## src/rtl/pll_drp_pkg.sv

```systemverilog
// Shared types, state encoding and the preset table for the PLLE4 DRP reconfiguration sequencer.
// The table holds CLKFBOUT/CLKOUT0/CLKOUT1 divider registers plus two loop-filter registers per preset.
package pll_drp_pkg;

  localparam int HOLD_CYCLES = 4;
  localparam int DRP_AW      = 7;
  localparam int DRP_DW      = 16;

  typedef struct packed {
    logic [DRP_AW-1:0] addr;
    logic [DRP_DW-1:0] mask;
    logic [DRP_DW-1:0] data;
  } drp_entry_t;

  typedef enum logic [3:0] {
    ST_IDLE,
    ST_HOLD,
    ST_RD,
    ST_RD_WAIT,
    ST_WR,
    ST_WR_WAIT,
    ST_RELEASE,
    ST_LOCK_WAIT,
    ST_RETRY
  } state_t;

  // Divider words are {PHASE_MUX/RSVD, HIGH_TIME[11:6], LOW_TIME[5:0]}; reg2 holds EDGE[7]/NO_COUNT[6].
  function automatic drp_entry_t drp_rom(input logic [1:0] cfg, input logic [2:0] idx);
    drp_entry_t e;
    logic [15:0] fb1, o0_1, o0_2, o1_1, o1_2, flt;
    case (cfg)
      2'd0:    begin fb1 = 16'h0104; o0_1 = 16'h0082; o0_2 = 16'h0000; o1_1 = 16'h0104; o1_2 = 16'h0000; flt = 16'h0900; end
      2'd1:    begin fb1 = 16'h0145; o0_1 = 16'h0145; o0_2 = 16'h0000; o1_1 = 16'h00C2; o1_2 = 16'h0080; flt = 16'h1800; end
      2'd2:    begin fb1 = 16'h0104; o0_1 = 16'h00C3; o0_2 = 16'h0000; o1_1 = 16'h0186; o1_2 = 16'h0000; flt = 16'h0900; end
      default: begin fb1 = 16'h0186; o0_1 = 16'h0041; o0_2 = 16'h0040; o1_1 = 16'h0082; o1_2 = 16'h0000; flt = 16'h8100; end
    endcase
    case (idx)
      3'd0:    e = '{addr: 7'h14, mask: 16'h0FFF, data: fb1};
      3'd1:    e = '{addr: 7'h15, mask: 16'h00C0, data: 16'h0000};
      3'd2:    e = '{addr: 7'h08, mask: 16'h0FFF, data: o0_1};
      3'd3:    e = '{addr: 7'h09, mask: 16'h00C0, data: o0_2};
      3'd4:    e = '{addr: 7'h0A, mask: 16'h0FFF, data: o1_1};
      3'd5:    e = '{addr: 7'h0B, mask: 16'h00C0, data: o1_2};
      3'd6:    e = '{addr: 7'h4E, mask: 16'h9900, data: flt};
      default: e = '{addr: 7'h4F, mask: 16'h0000, data: 16'h0000};
    endcase
    return e;
  endfunction

endpackage

```

## src/rtl/pll_lock_sync.sv

```systemverilog
// Brings the asynchronous PLL LOCKED into clk with two flops and counts consecutive locked cycles.
// lock_stable fires on the cycle the run of locked cycles reaches LOCK_STABLE while counting is enabled.
module pll_lock_sync #(
  parameter int LOCK_STABLE = 1024
) (
  input  logic i_clk,
  input  logic i_rst,
  input  logic i_locked,
  input  logic i_en,
  output logic o_lock_stable,
  output logic o_lock_lost
);

  localparam int CNTW = $clog2(LOCK_STABLE + 1);

  logic            r_meta;
  logic            r_sync;
  logic [CNTW-1:0] r_cnt;
  logic            w_at_limit;

  assign w_at_limit    = (r_cnt == CNTW'(LOCK_STABLE - 1));
  assign o_lock_stable = i_en & r_sync & w_at_limit;
  assign o_lock_lost   = ~r_sync;

  always_ff @(posedge i_clk) begin
    if (i_rst) begin
      r_meta <= 1'b0;
      r_sync <= 1'b0;
      r_cnt  <= '0;
    end else begin
      r_meta <= i_locked;
      r_sync <= r_meta;
      if (!i_en || !r_sync) begin
        r_cnt <= '0;
      end else if (!w_at_limit) begin
        r_cnt <= r_cnt + 1'b1;
      end
    end
  end

endmodule

```

## src/rtl/pll_drp_sequencer.sv

```systemverilog
// Run-time PLLE4 reconfiguration: hold PLL in reset, masked read-modify-write of one preset over DRP,
// release, wait for stable lock. Define PLL_LOCK_WATCHDOG_EN to add the lock-timeout retry watchdog.
module pll_drp_sequencer
  import pll_drp_pkg::*;
#(
  parameter int NUM_CFG      = 4,
  parameter int ENTRIES      = 8,
  parameter int LOCK_STABLE  = 1024,
  parameter int LOCK_TIMEOUT = 65536,
  localparam int CW          = (NUM_CFG > 1) ? $clog2(NUM_CFG) : 1
) (
  input  logic              i_clk,
  input  logic              i_rst,
  input  logic              i_cfg_req,
  input  logic [CW-1:0]     i_cfg_sel,
  output logic              o_busy,
  output logic              o_out_rst,
  output logic              o_err,
  output logic              o_pll_rst,
  input  logic              i_pll_locked,
  output logic [DRP_AW-1:0] o_daddr,
  output logic              o_den,
  output logic              o_dwe,
  output logic [DRP_DW-1:0] o_di,
  input  logic [DRP_DW-1:0] i_dout,
  input  logic              i_drdy
);

  localparam int IW = (ENTRIES > 1) ? $clog2(ENTRIES) : 1;
  localparam int HW = $clog2(HOLD_CYCLES);

  state_t            r_state, w_state_next;
  logic [IW-1:0]     r_idx, w_idx_next;
  logic [CW-1:0]     r_cfg, w_cfg_next;
  logic [HW-1:0]     r_hold_cnt, w_hold_next;
  logic              r_busy, w_busy_next;
  logic              r_out_rst, w_out_rst_next;
  logic              r_err, w_err_next;
  logic              r_pll_rst, w_pll_rst_next;
  logic              r_den, w_den_next;
  logic              r_dwe, w_dwe_next;
  logic [DRP_AW-1:0] r_daddr, w_daddr_next;
  logic [DRP_DW-1:0] r_di, w_di_next;
  drp_entry_t        w_entry;
  logic              w_lock_stable;
  logic              w_lock_lost;
  logic              w_timeout;

  pll_lock_sync #(
    .LOCK_STABLE (LOCK_STABLE)
  ) u_lock_sync (
    .i_clk         (i_clk),
    .i_rst         (i_rst),
    .i_locked      (i_pll_locked),
    .i_en          (r_state == ST_LOCK_WAIT),
    .o_lock_stable (w_lock_stable),
    .o_lock_lost   (w_lock_lost)
  );

`ifdef PLL_LOCK_WATCHDOG_EN
  logic [16:0] r_wd_cnt;

  always_ff @(posedge i_clk) begin
    if (i_rst || r_state != ST_LOCK_WAIT) begin
      r_wd_cnt <= '0;
    end else begin
      r_wd_cnt <= r_wd_cnt + 1'b1;
    end
  end

  assign w_timeout = (r_wd_cnt == 17'(LOCK_TIMEOUT - 1));
`else
  assign w_timeout = 1'b0;
`endif

  always_comb begin
    w_state_next   = r_state;
    w_idx_next     = r_idx;
    w_cfg_next     = r_cfg;
    w_hold_next    = r_hold_cnt;
    w_out_rst_next = r_out_rst;
    w_err_next     = r_err;
    case (r_state)
      ST_IDLE: begin
        if (i_cfg_req) begin
          w_state_next   = ST_HOLD;
          w_cfg_next     = i_cfg_sel;
          w_err_next     = 1'b0;
          w_idx_next     = '0;
          w_hold_next    = '0;
          w_out_rst_next = 1'b1;
        end else if (w_lock_lost) begin
          w_state_next   = ST_RELEASE;
          w_out_rst_next = 1'b1;
        end
      end
      ST_HOLD, ST_RETRY: begin
        if (r_hold_cnt == HW'(HOLD_CYCLES - 1)) begin
          w_state_next = (r_state == ST_HOLD) ? ST_RD : ST_RELEASE;
        end else begin
          w_hold_next = r_hold_cnt + 1'b1;
        end
      end
      ST_RD:      w_state_next = ST_RD_WAIT;
      ST_RD_WAIT: if (i_drdy) w_state_next = ST_WR;
      ST_WR:      w_state_next = ST_WR_WAIT;
      ST_WR_WAIT: begin
        if (i_drdy) begin
          if (r_idx == IW'(ENTRIES - 1)) begin
            w_state_next = ST_RELEASE;
          end else begin
            w_idx_next   = r_idx + 1'b1;
            w_state_next = ST_RD;
          end
        end
      end
      ST_RELEASE: w_state_next = ST_LOCK_WAIT;
      ST_LOCK_WAIT: begin
        if (w_lock_stable) begin
          w_state_next   = ST_IDLE;
          w_out_rst_next = 1'b0;
        end else if (w_timeout) begin
          w_state_next = ST_RETRY;
          w_hold_next  = '0;
          w_err_next   = 1'b1;
        end
      end
      default: w_state_next = ST_RELEASE;
    endcase

    // Index only advances out of WR_WAIT, so during RD_WAIT this is still the current entry.
    w_entry = drp_rom(2'(r_cfg), 3'(w_idx_next));

    w_busy_next    = (w_state_next != ST_IDLE);
    w_pll_rst_next = (w_state_next == ST_HOLD)    || (w_state_next == ST_RD) ||
                     (w_state_next == ST_RD_WAIT) || (w_state_next == ST_WR) ||
                     (w_state_next == ST_WR_WAIT) || (w_state_next == ST_RETRY);
    w_den_next     = (w_state_next == ST_RD) || (w_state_next == ST_WR);
    w_dwe_next     = (w_state_next == ST_WR);
    w_daddr_next   = (w_state_next == ST_RD) ? w_entry.addr : r_daddr;
    w_di_next      = r_di;
    if (r_state == ST_RD_WAIT && i_drdy) begin
      w_di_next = (i_dout & ~w_entry.mask) | (w_entry.data & w_entry.mask);
    end
  end

  always_ff @(posedge i_clk) begin
    if (i_rst) begin
      r_state    <= ST_RELEASE;
      r_idx      <= '0;
      r_cfg      <= '0;
      r_hold_cnt <= '0;
      r_busy     <= 1'b1;
      r_out_rst  <= 1'b1;
      r_err      <= 1'b0;
      r_pll_rst  <= 1'b1;
      r_den      <= 1'b0;
      r_dwe      <= 1'b0;
      r_daddr    <= '0;
      r_di       <= '0;
    end else begin
      r_state    <= w_state_next;
      r_idx      <= w_idx_next;
      r_cfg      <= w_cfg_next;
      r_hold_cnt <= w_hold_next;
      r_busy     <= w_busy_next;
      r_out_rst  <= w_out_rst_next;
      r_err      <= w_err_next;
      r_pll_rst  <= w_pll_rst_next;
      r_den      <= w_den_next;
      r_dwe      <= w_dwe_next;
      r_daddr    <= w_daddr_next;
      r_di       <= w_di_next;
    end
  end

  assign o_busy    = r_busy;
  assign o_out_rst = r_out_rst;
  assign o_err     = r_err;
  assign o_pll_rst = r_pll_rst;
  assign o_den     = r_den;
  assign o_dwe     = r_dwe;
  assign o_daddr   = r_daddr;
  assign o_di      = r_di;

endmodule
```

## config.mk

```make
export PLATFORM = sky130hd
export DESIGN_NAME = pll_drp_sequencer
export DESIGN_NICKNAME = d
export VERILOG_FILES = /design/src/rtl/pll_drp_pkg.sv /design/src/rtl/pll_lock_sync.sv /design/src/rtl/pll_drp_sequencer.sv
export SDC_FILE = /design/constraint.sdc
export NUM_CORES = 1
export LEC_CHECK = 0
export BUFFER_PORTS_ARGS = -buffer_cell sky130_fd_sc_hd__buf_2
export CORE_UTILIZATION = 25
export DETAILED_ROUTE_END_ITERATION = 16
export PLACE_DENSITY = 0.42
export SLEW_MARGIN = 30
export SYNTH_ARGS = -nofsm -noshare
export SYNTH_HDL_FRONTEND = slang
export SYNTH_SLANG_ARGS = --single-unit
```

## constraint.sdc

```tcl
create_clock -name i_clk -period 1.95 [get_ports i_clk]
set_clock_uncertainty 0.15 [all_clocks]
set_input_delay 0.39 -clock i_clk [delete_from_list [all_inputs] [get_ports i_clk]]
set_output_delay 0.39 -clock i_clk [all_outputs]
set_load 0.1 [all_outputs]
```

==> impl_metrics.toml, run 1 <==
[sta]
f_max_mhz = 496
min_period_ps = 2020
period_share_pct = 103
report.final.slew_viol_count = 0
report.final.setup_viol = 15
rsz0062_at_grt = "yes"
postLayoutSetupSlackWorst_ps = -66.7
finalHoldViolations = 0

[placement]
post-place-cells = 516
buffer_ports.inserted = 49
place.gp.congestion = 0.739
place_hpwl_um = 5090

[finish]
register_area_sq_mm = 0.00104
areaGrowthSynthToFinish_pct = 53.5
fin_nets = 430
final_cell_count_no_fill = 538
num-fill-cells = 1014
layout.cells.most_common = "buf_4"
layout.cells.most_common_list = "buf_4, buf_2, dfxtp_1"
area_used_by_multi_input_combinational_logic_sq_mm = 0.00161
insertedDiodeCount = 0
drive_above_1_share_pct = 46.4

[setup_path]
critical-path-max-stage-delay_ps = 420
worst-path-max-fanout = 5
regToRegStartpoint = "r_state[2]"
startpoint_type = "flip-flop"
critPathArrivalTime_ps = 2070
timing.critical_path.to_type = "flip-flop"
regToRegSetupSlack_ps = -70
slowest_library_cell_on_the_worst_path = "or3b_4"
worst-r2r-cell-count = 6
critical_path.cell_chain = "or3b_4 > o31ai_4 > a211oi_2 > buf_4 > a2111oi_2 > nor3_1"
path_class = "reg2reg"
worst_endpoint_required_time_ps = 2000
critical_path.reg2reg.endpoint = "o_di[7]"

[clocking]
cts.root.buffer_cell = "clkbuf_8"
htree_depth = 2
clock_tree.buffer_depth = 2
cts_buffer_count = 5
cts_tree = "done"
ctsHoldBuffers = 0
clkSinkCount = 51
later_pin_clock_latency_in_the_skew_report_ps = 310
path_clk_slew_ps = 100

[synth]
combinational_family_with_the_most_area_after_synthesis = "simple AND/OR/NAND/NOR gates"
number_of_flops_mapped_to_enable_cells_by_yosys = 0
asyncSetResetFlopFracSynth_pct = 0
post_synth_instance_area_sq_mm = 0.00248
synth_adder_area_share_pct = 1.51
synth-seq-cells = 51
synth_cells = 294
synth_compound_area_share_pct = 21.6
synth-xor-area-share_pct = 2.82
synth-warning-count = 0
synth-main-ff-cell = "dfxtp_1"
synthesis.area_per_instance_sq_um = 8.45
area_share_of_and_or_nand_nor_cells_after_synthesis_pct = 24.4
yosys.cell_types.count = 68
post_synth_mux_area_share_pct = 2.87
seq_area_frac_synth_pct = 41.1

[power]
internal_power_mw = 1.52
net_switching_power_uw = 654
power.density_mw_per_mm2 = 570
p_total_mw = 2.17
ir_drop_mv = 0.267
total_leakage_power_nw = 1.54
combPwrFrac_pct = 19.0
power_frac_clock_pct = 31.2
switching_share_pct = 30.1
seqPwrFrac_pct = 49.8

[global_routing]
vias_in_the_first_global_route = 2472
grt_first_pass_wirelength_um = 11900
grt_usage_pct = 14.6
antenna_found_initial = 0
grt_max_degree = 22
overflow = 0

[min_path]
worstHoldStart = "i_pll_locked"
timing.hold.worst_endpoint = "u_lock_sync.r_meta"
hold_path_depth = 2
hold_path.class = "in2reg"

[routing]
routed_via_density = 4.65
wl_per_cell_um = 13.2
drc = 0
antenna_violating_nets_post_route = 0
drt_iter0_markers = 53
routed-via-count = 2502
dr.pass1.iters = 4
totalWireLength_um = 7080

[floorplanning]
die_height_um = 102
die_width_um = 102
design.portCount = 52
core_area_sq_mm = 0.00968
die_outline_area_sq_mm = 0.0103
starting_density_of_the_core_pct = 25.6
placement_rows = 36

[run_status]
outcome = "finished with violations"
failing_checks = "negative setup slack"

[flow_run]
max_cap_viol_count = 0
[synthesized netlist by cell type, types with 2 or more instances]
library cell	instances	area [sq um]
dfxtp_1	51	1020
nor2_1	31	116
nand2_1	30	113
a21oi_1	19	95.1
o21ai_0	17	85.1
clkbuf_1	12	45.0
nand3_1	9	45.0
inv_1	7	26.3
nand4_1	7	43.8
nor3_1	7	35.0
a31oi_1	6	37.5
mux2i_1	6	60.1
a2bb2oi_1	5	43.8
and3_1	5	31.3
buf_2	5	25.0
xor2_1	5	43.8
nor2b_1	4	25.0
a211o_1	3	26.3
ha_1	3	37.5
o22ai_1	3	18.8
xnor2_1	3	26.3
a211oi_1	2	15.0
a22oi_1	2	15.0
a311oi_1	2	17.5
and2_0	2	12.5
buf_4	2	15.0
buf_6	2	22.5
o21a_1	2	15.0
o31a_1	2	17.5
or3_1	2	12.5
[power groups by stage]
| stage | sequential [mW] | combinational [mW] | clock, mW |
|---|---|---|---|
| finish | 1.08 | 0.412 | 0.678 |
| global route | 1.09 | 0.442 | 0.749 |
| CTS | 1.08 | 0.391 | 0.715 |
| detailed placement | 1.11 | 0.345 | 0 |
| global placement | 1.11 | 0.346 | 0 |
| floorplan | 1.19 | 0.146 | 0 |
[cell type report]
class                      count  share of cell area (%)
tap                          133                    4.37
timing repair buffer         124                    22.8
multi-input combinational    215                    42.4
clock buffer                   6                    2.17
inverter                       7                   0.689
sequential                    51                    27.2
clock inverter                 2                   0.427
[sequential cells by signal (all words and copies together) (netlist names), 2 cells and up]
register	count
u_lock_sync.r_cnt	11
o_di	16
r_cfg	2
r_state	4
o_daddr	6
r_idx	3
r_hold_cnt	2
[metal layers]
metal | part of all wire [%] | vias up | routed length [um] | track usage [%]
li1 | - | 1276 | - | -
met1 | 48 | 1180 | 3420 | 19.4
met2 | 47 | 37 | 3340 | 24.3
met3 | 3.1 | 9 | 220 | 2.69
met4 | 1.3 | 0 | 94 | 3.79
met5 | 0 | - | 0 | 0
[what timing repair did]
action | in CTS | in global routing
resized for setup | 41 | 25
endpoints found under the setup margin | 23 | 25
buffers inserted | 11 | 3
pin swaps | 23 | 16
[critical path: cells and delay by family, from the launching register on]
kind            cells  cell delay [ps]
compound gates      3              690
buf+inv             1              180
flops               1              400
simple gates        2              500
[how the worst max path moves through the flow]
stage                     slack [ps]  depth (start not counted)       start      end
final                            -70                          6  r_state[2]  o_di[7]
after global routing            -200                          6  r_state[1]  o_di[7]
after CTS                       -120                          7    r_idx[0]  o_di[7]
after detailed placement        -230                          7      i_drdy  o_di[8]
after global placement          -190                          6  r_state[0]  o_di[2]
after floorplan                  -50                          8  r_state[0]  o_di[0]
[per-stage QoR]
stage	setup TNS [ps]	hold slack (ps)	util, %	area [sq um]	setup WS, ps
finish	-471	149	39.4	3810	-66.7
global route	-2910	140	39.4	3810	-201
CTS	-477	144	37.9	3670	-123
detailed placement	-2880	298	34.4	3330	-232
global placement	-2700	277	34.4	3330	-185
floorplan	-137	264	-	2560	-48.0
[kinds of logic (layout without fill, tap and decap cells)]
logic type,count (synthesis),count (layout)
compound gates,80,80
flops,51,51
other cells,1,2
buf+inv,29,139
mux,7,7
xor+xnor,8,8
fa+ha+maj,3,3
simple gates,115,115
Power figures use the tool's default switching activity.
==> run 2: changes to the inputs <==
Settings changed: CELL_PAD_IN_SITES_DETAIL_PLACEMENT from default to 1, CELL_PAD_IN_SITES_GLOBAL_PLACEMENT from default to 1, PLACE_DENSITY 0.42 to 0.54.
==> impl_metrics.toml, run 2 (synthesis results as in run 1) <==
[sta]
fin_worst_hold_slack_ps = 149
postLayoutSetupSlackWorst_ps = -197
report.final.setup_viol = 22
rsz0062_at_grt = "yes"
fin_setup_tns_ps = -1890
finalHoldViolations = 0
min_period_ps = 2150
report.final.slew_viol_count = 0
f_max_mhz = 466
period_share_pct = 110

[floorplanning]
die_width_um = 102
core_area_sq_mm = 0.00968
starting_density_of_the_core_pct = 25.6
die_outline_area_sq_mm = 0.0103
placement_rows = 36
die_height_um = 102
design.portCount = 52

[setup_path]
worst_endpoint_required_time_ps = 2050
worst-path-max-fanout = 4
critPathArrivalTime_ps = 2240
timing.critical_path.to_type = "flip-flop"
slowest_library_cell_on_the_worst_path = "dfxtp_2"
worst-r2r-cell-count = 7
path_class = "reg2reg"
regToRegSetupSlack_ps = -200
regToRegStartpoint = "r_state[3]"
startpoint_type = "flip-flop"
critical-path-max-stage-delay_ps = 350
critical_path.reg2reg.endpoint = "o_di[1]"
critical_path.cell_chain = "buf_12 > nor3b_4 > nand4_1 > a21boi_2 > or3_1 > a31o_1 > a31oi_1"

[finish]
largest_register_ff_count = 16
drive_above_1_share_pct = 43.6
layout.cells.most_common_list = "buf_4, buf_2, dfxtp_1"
num-fill-cells = 1146
insertedDiodeCount = 0
fin_nets = 415
layout.cells.most_common = "buf_4"
areaGrowthSynthToFinish_pct = 47.0

[routing]
dr.pass1.iters = 4
drc = 0
antenna_violating_nets_post_route = 0
wl_per_cell_um = 14.6
routed_via_density = 4.76
totalWireLength_um = 7630
drt_iter0_markers = 65
routed-via-count = 2490

[power]
power.density_mw_per_mm2 = 583
net_switching_power_uw = 636
total_leakage_power_nw = 1.44
combPwrFrac_pct = 17.9
switching_share_pct = 29.9
seqPwrFrac_pct = 50.9
power_frac_clock_pct = 31.2
internal_power_mw = 1.49
ir_drop_mv = 0.299

[global_routing]
overflow = 0
grt_max_degree = 22
vias_in_the_first_global_route = 2480
grt_usage_pct = 15.3
antenna_found_initial = 0
grt_first_pass_wirelength_um = 12400

[clocking]
cts_buffer_count = 5
clkSinkCount = 51
path_clk_slew_ps = 110
htree_depth = 2
clock_tree.buffer_depth = 2
later_pin_clock_latency_in_the_skew_report_ps = 310
cts.root.buffer_cell = "clkbuf_8"
cts_tree = "done"

[min_path]
timing.hold.worst_endpoint = "u_lock_sync.r_meta"
worstHoldStart = "i_pll_locked"
hold_path_depth = 2
hold_path.class = "in2reg"

[flow_run]
max_cap_viol_count = 0

[run_status]
outcome = "finished with violations"
failing_checks = "negative setup slack"

[placement]
place.gp.congestion = 0.776
place_hpwl_um = 5740
buffer_ports.inserted = 49
-- run 2: cell count changes in the layout (fill, tap and decap cells not counted), sizes merged --
cell      change
buf          -16
clkinvlp      -1
inv           +1
or2           +1
-- run 2: power by group through the flow --
stage	clock, mW	combinational (mW)	sequential [mW]
4_1_cts	0.700	0.359	1.08
6_report	0.664	0.382	1.08
5_1_grt	0.732	0.406	1.09
3_5_place_dp	0	0.342	1.11
2_1_floorplan	0	0.146	1.19
3_3_place_gp	0	0.338	1.11
-- run 2: critical path, delay by kind of cell (launching register included) --
| kind | cells | cell delay (ps) |
|---|---|---|
| buffers and inverters | 1 | 120 |
| DFF | 1 | 350 |
| and+or+nand+nor | 3 | 840 |
| AOI/OAI and AO/OA | 3 | 610 |
-- run 2: worst max-delay path by stage --
stage	depth (start not counted)	slack (ps)	to	from
floorplan	8	-50	o_di[0]	r_state[0]
global placement	7	-200	o_di[8]	i_drdy
detailed placement	7	-240	o_di[8]	i_drdy
CTS	7	-180	o_di[1]	r_state[3]
global route	7	-290	o_di[15]	r_state[3]
finish	7	-200	o_di[1]	r_state[3]
-- run 2: cell type report --
class	count	area, sq um	area share (%)
inverter	7	26.3	0.720
multi-input combinational	216	1590	43.6
tap	133	166	4.56
clock inverter	2	13.8	0.377
timing repair buffer	108	736	20.2
sequential	51	1030	28.3
clock buffer	6	82.6	2.26
-- run 2: metal layers --
layer  wire length [um]  vias to the layer above  global-route usage, %
li1                   -                     1242                      -
met1               3610                     1195                   20.4
met2               3710                       49                   25.8
met3                275                        4                   2.90
met4                 40                        0                   3.01
met5                  0                        -                      0
-- run 2: repair_timing --
item / CTS / global route
endpoints found under the setup margin: 23 / 25
pin swaps: 12 / 13
gates cloned: 1 / 0
buffers inserted: 2 / 4
hold buffers: 0 / 0
resized for setup: 25 / 27
-- run 2: stage by stage --
stage | total power [mW] | area (sq um) | cells | setup slack (ps) | utilization (%)
2_1_floorplan | 1.34 | 2560 | 295 | -48.0 | -
3_3_place_gp | 1.45 | 3290 | 509 | -204 | 33.9
3_5_place_dp | 1.45 | 3290 | 509 | -241 | 33.9
4_1_cts | 2.14 | 3500 | 519 | -184 | 36.2
5_1_grt | 2.22 | 3650 | 523 | -286 | 37.7
6_report | 2.13 | 3650 | 523 | -197 | 37.7
==> run 3: changes to the inputs <==
Settings changed: ABC_AREA from default to 1, PLACE_DENSITY 0.54 to default, PLACE_DENSITY_LB_ADDON from default to 0.1.
==> impl_metrics.toml, run 3 <==
[sta]
period_share_pct = 99.1
finalHoldViolations = 0
tightestPinTransition_ps = 512
report.final.setup_viol = 0
rsz0062_at_grt = "yes"
fin_worst_hold_slack_ps = 126
max-slew-margin-rel_pct = 65.8
report.final.slew_viol_count = 0
f_max_mhz = 517
fin_setup_tns_ps = 0
min_period_ps = 1930

[synth]
synth_cells = 364
number_of_flops_mapped_to_enable_cells_by_yosys = 0
seq_area_frac_synth_pct = 40.5
post-synth-top-count-cell = "nand2_1"
synth-xor-area-share_pct = 2.09
synth-seq-cells = 51
post_synthesis_cell_type_with_the_largest_combined_area = "dfxtp_1"
synth_adder_area_share_pct = 1.49
asyncSetResetFlopFracSynth_pct = 0
area_share_of_and_or_nand_nor_cells_after_synthesis_pct = 35.7
post_synth_mux_area_share_pct = 0
combinational_family_with_the_most_area_after_synthesis = "simple AND/OR/NAND/NOR gates"
synth.top_cells.by_area = "dfxtp_1, nand2_1, nand3_1"
yosys.cell_types.count = 32
synth_commonest_cells = "nand2_1, dfxtp_1, inv_1, nand3_1, nor2_1"
post_synth_instance_area_sq_mm = 0.00252
synth-warning-count = 0
synth_top_cell_area_share_pct = 40.5
synth_compound_area_share_pct = 11.6
synthesis.area_per_instance_sq_um = 6.92
synth-main-ff-cell = "dfxtp_1"

[global_routing]
overflow = 0
grt_max_degree = 20
grt_first_pass_wirelength_um = 12200
vias_in_the_first_global_route = 2601
grt_usage_pct = 15.0
antenna_found_initial = 0

[finish]
drive_above_1_share_pct = 38.8
largest_register_ff_count = 16
num-fill-cells = 1241
layout.cells.most_common_list = "nand2_1, buf_4, buf_2"
fin_nets = 489
layout.cells.most_common = "nand2_1"
register_area_sq_mm = 0.00105
areaGrowthSynthToFinish_pct = 42.7
insertedDiodeCount = 0
area_used_by_multi_input_combinational_logic_sq_mm = 0.00148

[clocking]
path_clk_slew_ps = 100
clock_tree.buffer_depth = 2
htree_depth = 2
cts_buffer_count = 5
later_pin_clock_latency_in_the_skew_report_ps = 310
cts_tree = "done"
clkSinkCount = 51
cts.root.buffer_cell = "clkbuf_8"

[flow_run]
max_cap_viol_count = 0

[min_path]
hold_path.class = "in2reg"

[setup_path]
critical_path.cell_chain = "nor2_4 > nand3_4 > nand2_4 > nand2_2 > nor2_2 > nand2_2 > nor2_4 > nand2_2 > nor2_4 > inv_2 > buf_4 > a21oi_2"
worst-path-max-fanout = 6
timing.critical_path.to_type = "flip-flop"
slowest_library_cell_on_the_worst_path = "dfxtp_4"
path_class = "reg2reg"
startpoint_type = "flip-flop"
critical-path-max-stage-delay_ps = 390
worst_endpoint_required_time_ps = 2060
critical_path.n_buffers_inverters = 2
critPathArrivalTime_ps = 2040
timing.critical_path.max_delay_family = "simple AND/OR/NAND/NOR gates"

[run_status]
outcome = "complete, no violations"

[power]
ir_drop_mv = 0.299
power.density_mw_per_mm2 = 568
total_leakage_power_nw = 1.72
p_total_mw = 2.04

[floorplanning]
die_height_um = 102
design.portCount = 52
die_outline_area_sq_mm = 0.0105
placement_rows = 36
core_area_sq_mm = 0.00977
starting_density_of_the_core_pct = 25.8
die_width_um = 102

[routing]
dr.pass1.iters = 4
routed_via_density = 4.39
antenna_violating_nets_post_route = 0
drt_iter0_markers = 44
routed-via-count = 2620
wl_per_cell_um = 12.8
totalWireLength_um = 7630
drc = 0

[placement]
place_hpwl_um = 5760
place.gp.congestion = 0.793
buffer_ports.inserted = 49
[run 3: what timing repair did]
item	CTS	global route
pin swaps	1	17
gates resized for setup	16	51
hold buffers	0	0
buffers inserted	1	12
setup endpoints to repair	19	23
[run 3: tightest hold or removal path, cell delays in order]
cell and delay, ps:
buf_2 90, inv_1 40, nor2_1 30
[run 3: where the power goes]
group	switching (mW)	internal, mW
sequential	0.0184	1.06
combinational	0.217	0.112
clock	0.387	0.251
total	0.623	1.42
[run 3: worst paths after layout]
kind	startpoint	to	slack, ps	cells after the start
worst min register to register	u_lock_sync.r_meta	u_lock_sync.r_sync	280	2
worst max register to register	r_state[1]	o_den	20	12
worst max-delay path	r_state[1]	o_den	20	12
worst min-delay path	i_pll_locked	u_lock_sync.r_meta	130	3
[run 3: cells by family (layout without fill, tap and decap cells)]
kind of cell / count (synthesis) / in the layout
buffers and inverters: 55 / 154
DFF: 51 / 51
other: 1 / 2
adders and majority gates: 3 / 3
xor gates and xnor gates: 6 / 6
and+or+nand+nor: 194 / 194
AOI/OAI and AO/OA: 54 / 54
[run 3: cell type report]
type	count	share of cell area (%)
Multi-Input combinational cell	259	41.1
Clock buffer	5	1.91
Timing Repair Buffer	100	17.8
Inverter	46	4.87
Tap cell	133	4.63
Clock inverter	3	0.557
Sequential cell	51	29.1
[run 3: metal layers]
layer	global-route usage, %	vias up	share of wire (%)
met3	2.60	7	2.7
met5	0	-	0
li1	-	1357	-
met4	3.96	0	1.0
met2	27.1	40	50
met1	18.3	1216	46
[run 3: stage by stage]
stage / instance area, sq um / std cells / worst slack [ps] / util [%]
final: 3590 / 597 / 17.1 / 36.8
after global routing: 3590 / 597 / -84.9 / 36.8
after CTS: 3320 / 585 / 0.855 / 34.0
after detailed placement: 3190 / 576 / -43.6 / 32.6
after global placement: 3190 / 576 / -74.1 / 32.6
after floorplan: 2520 / 365 / 79.1 / -
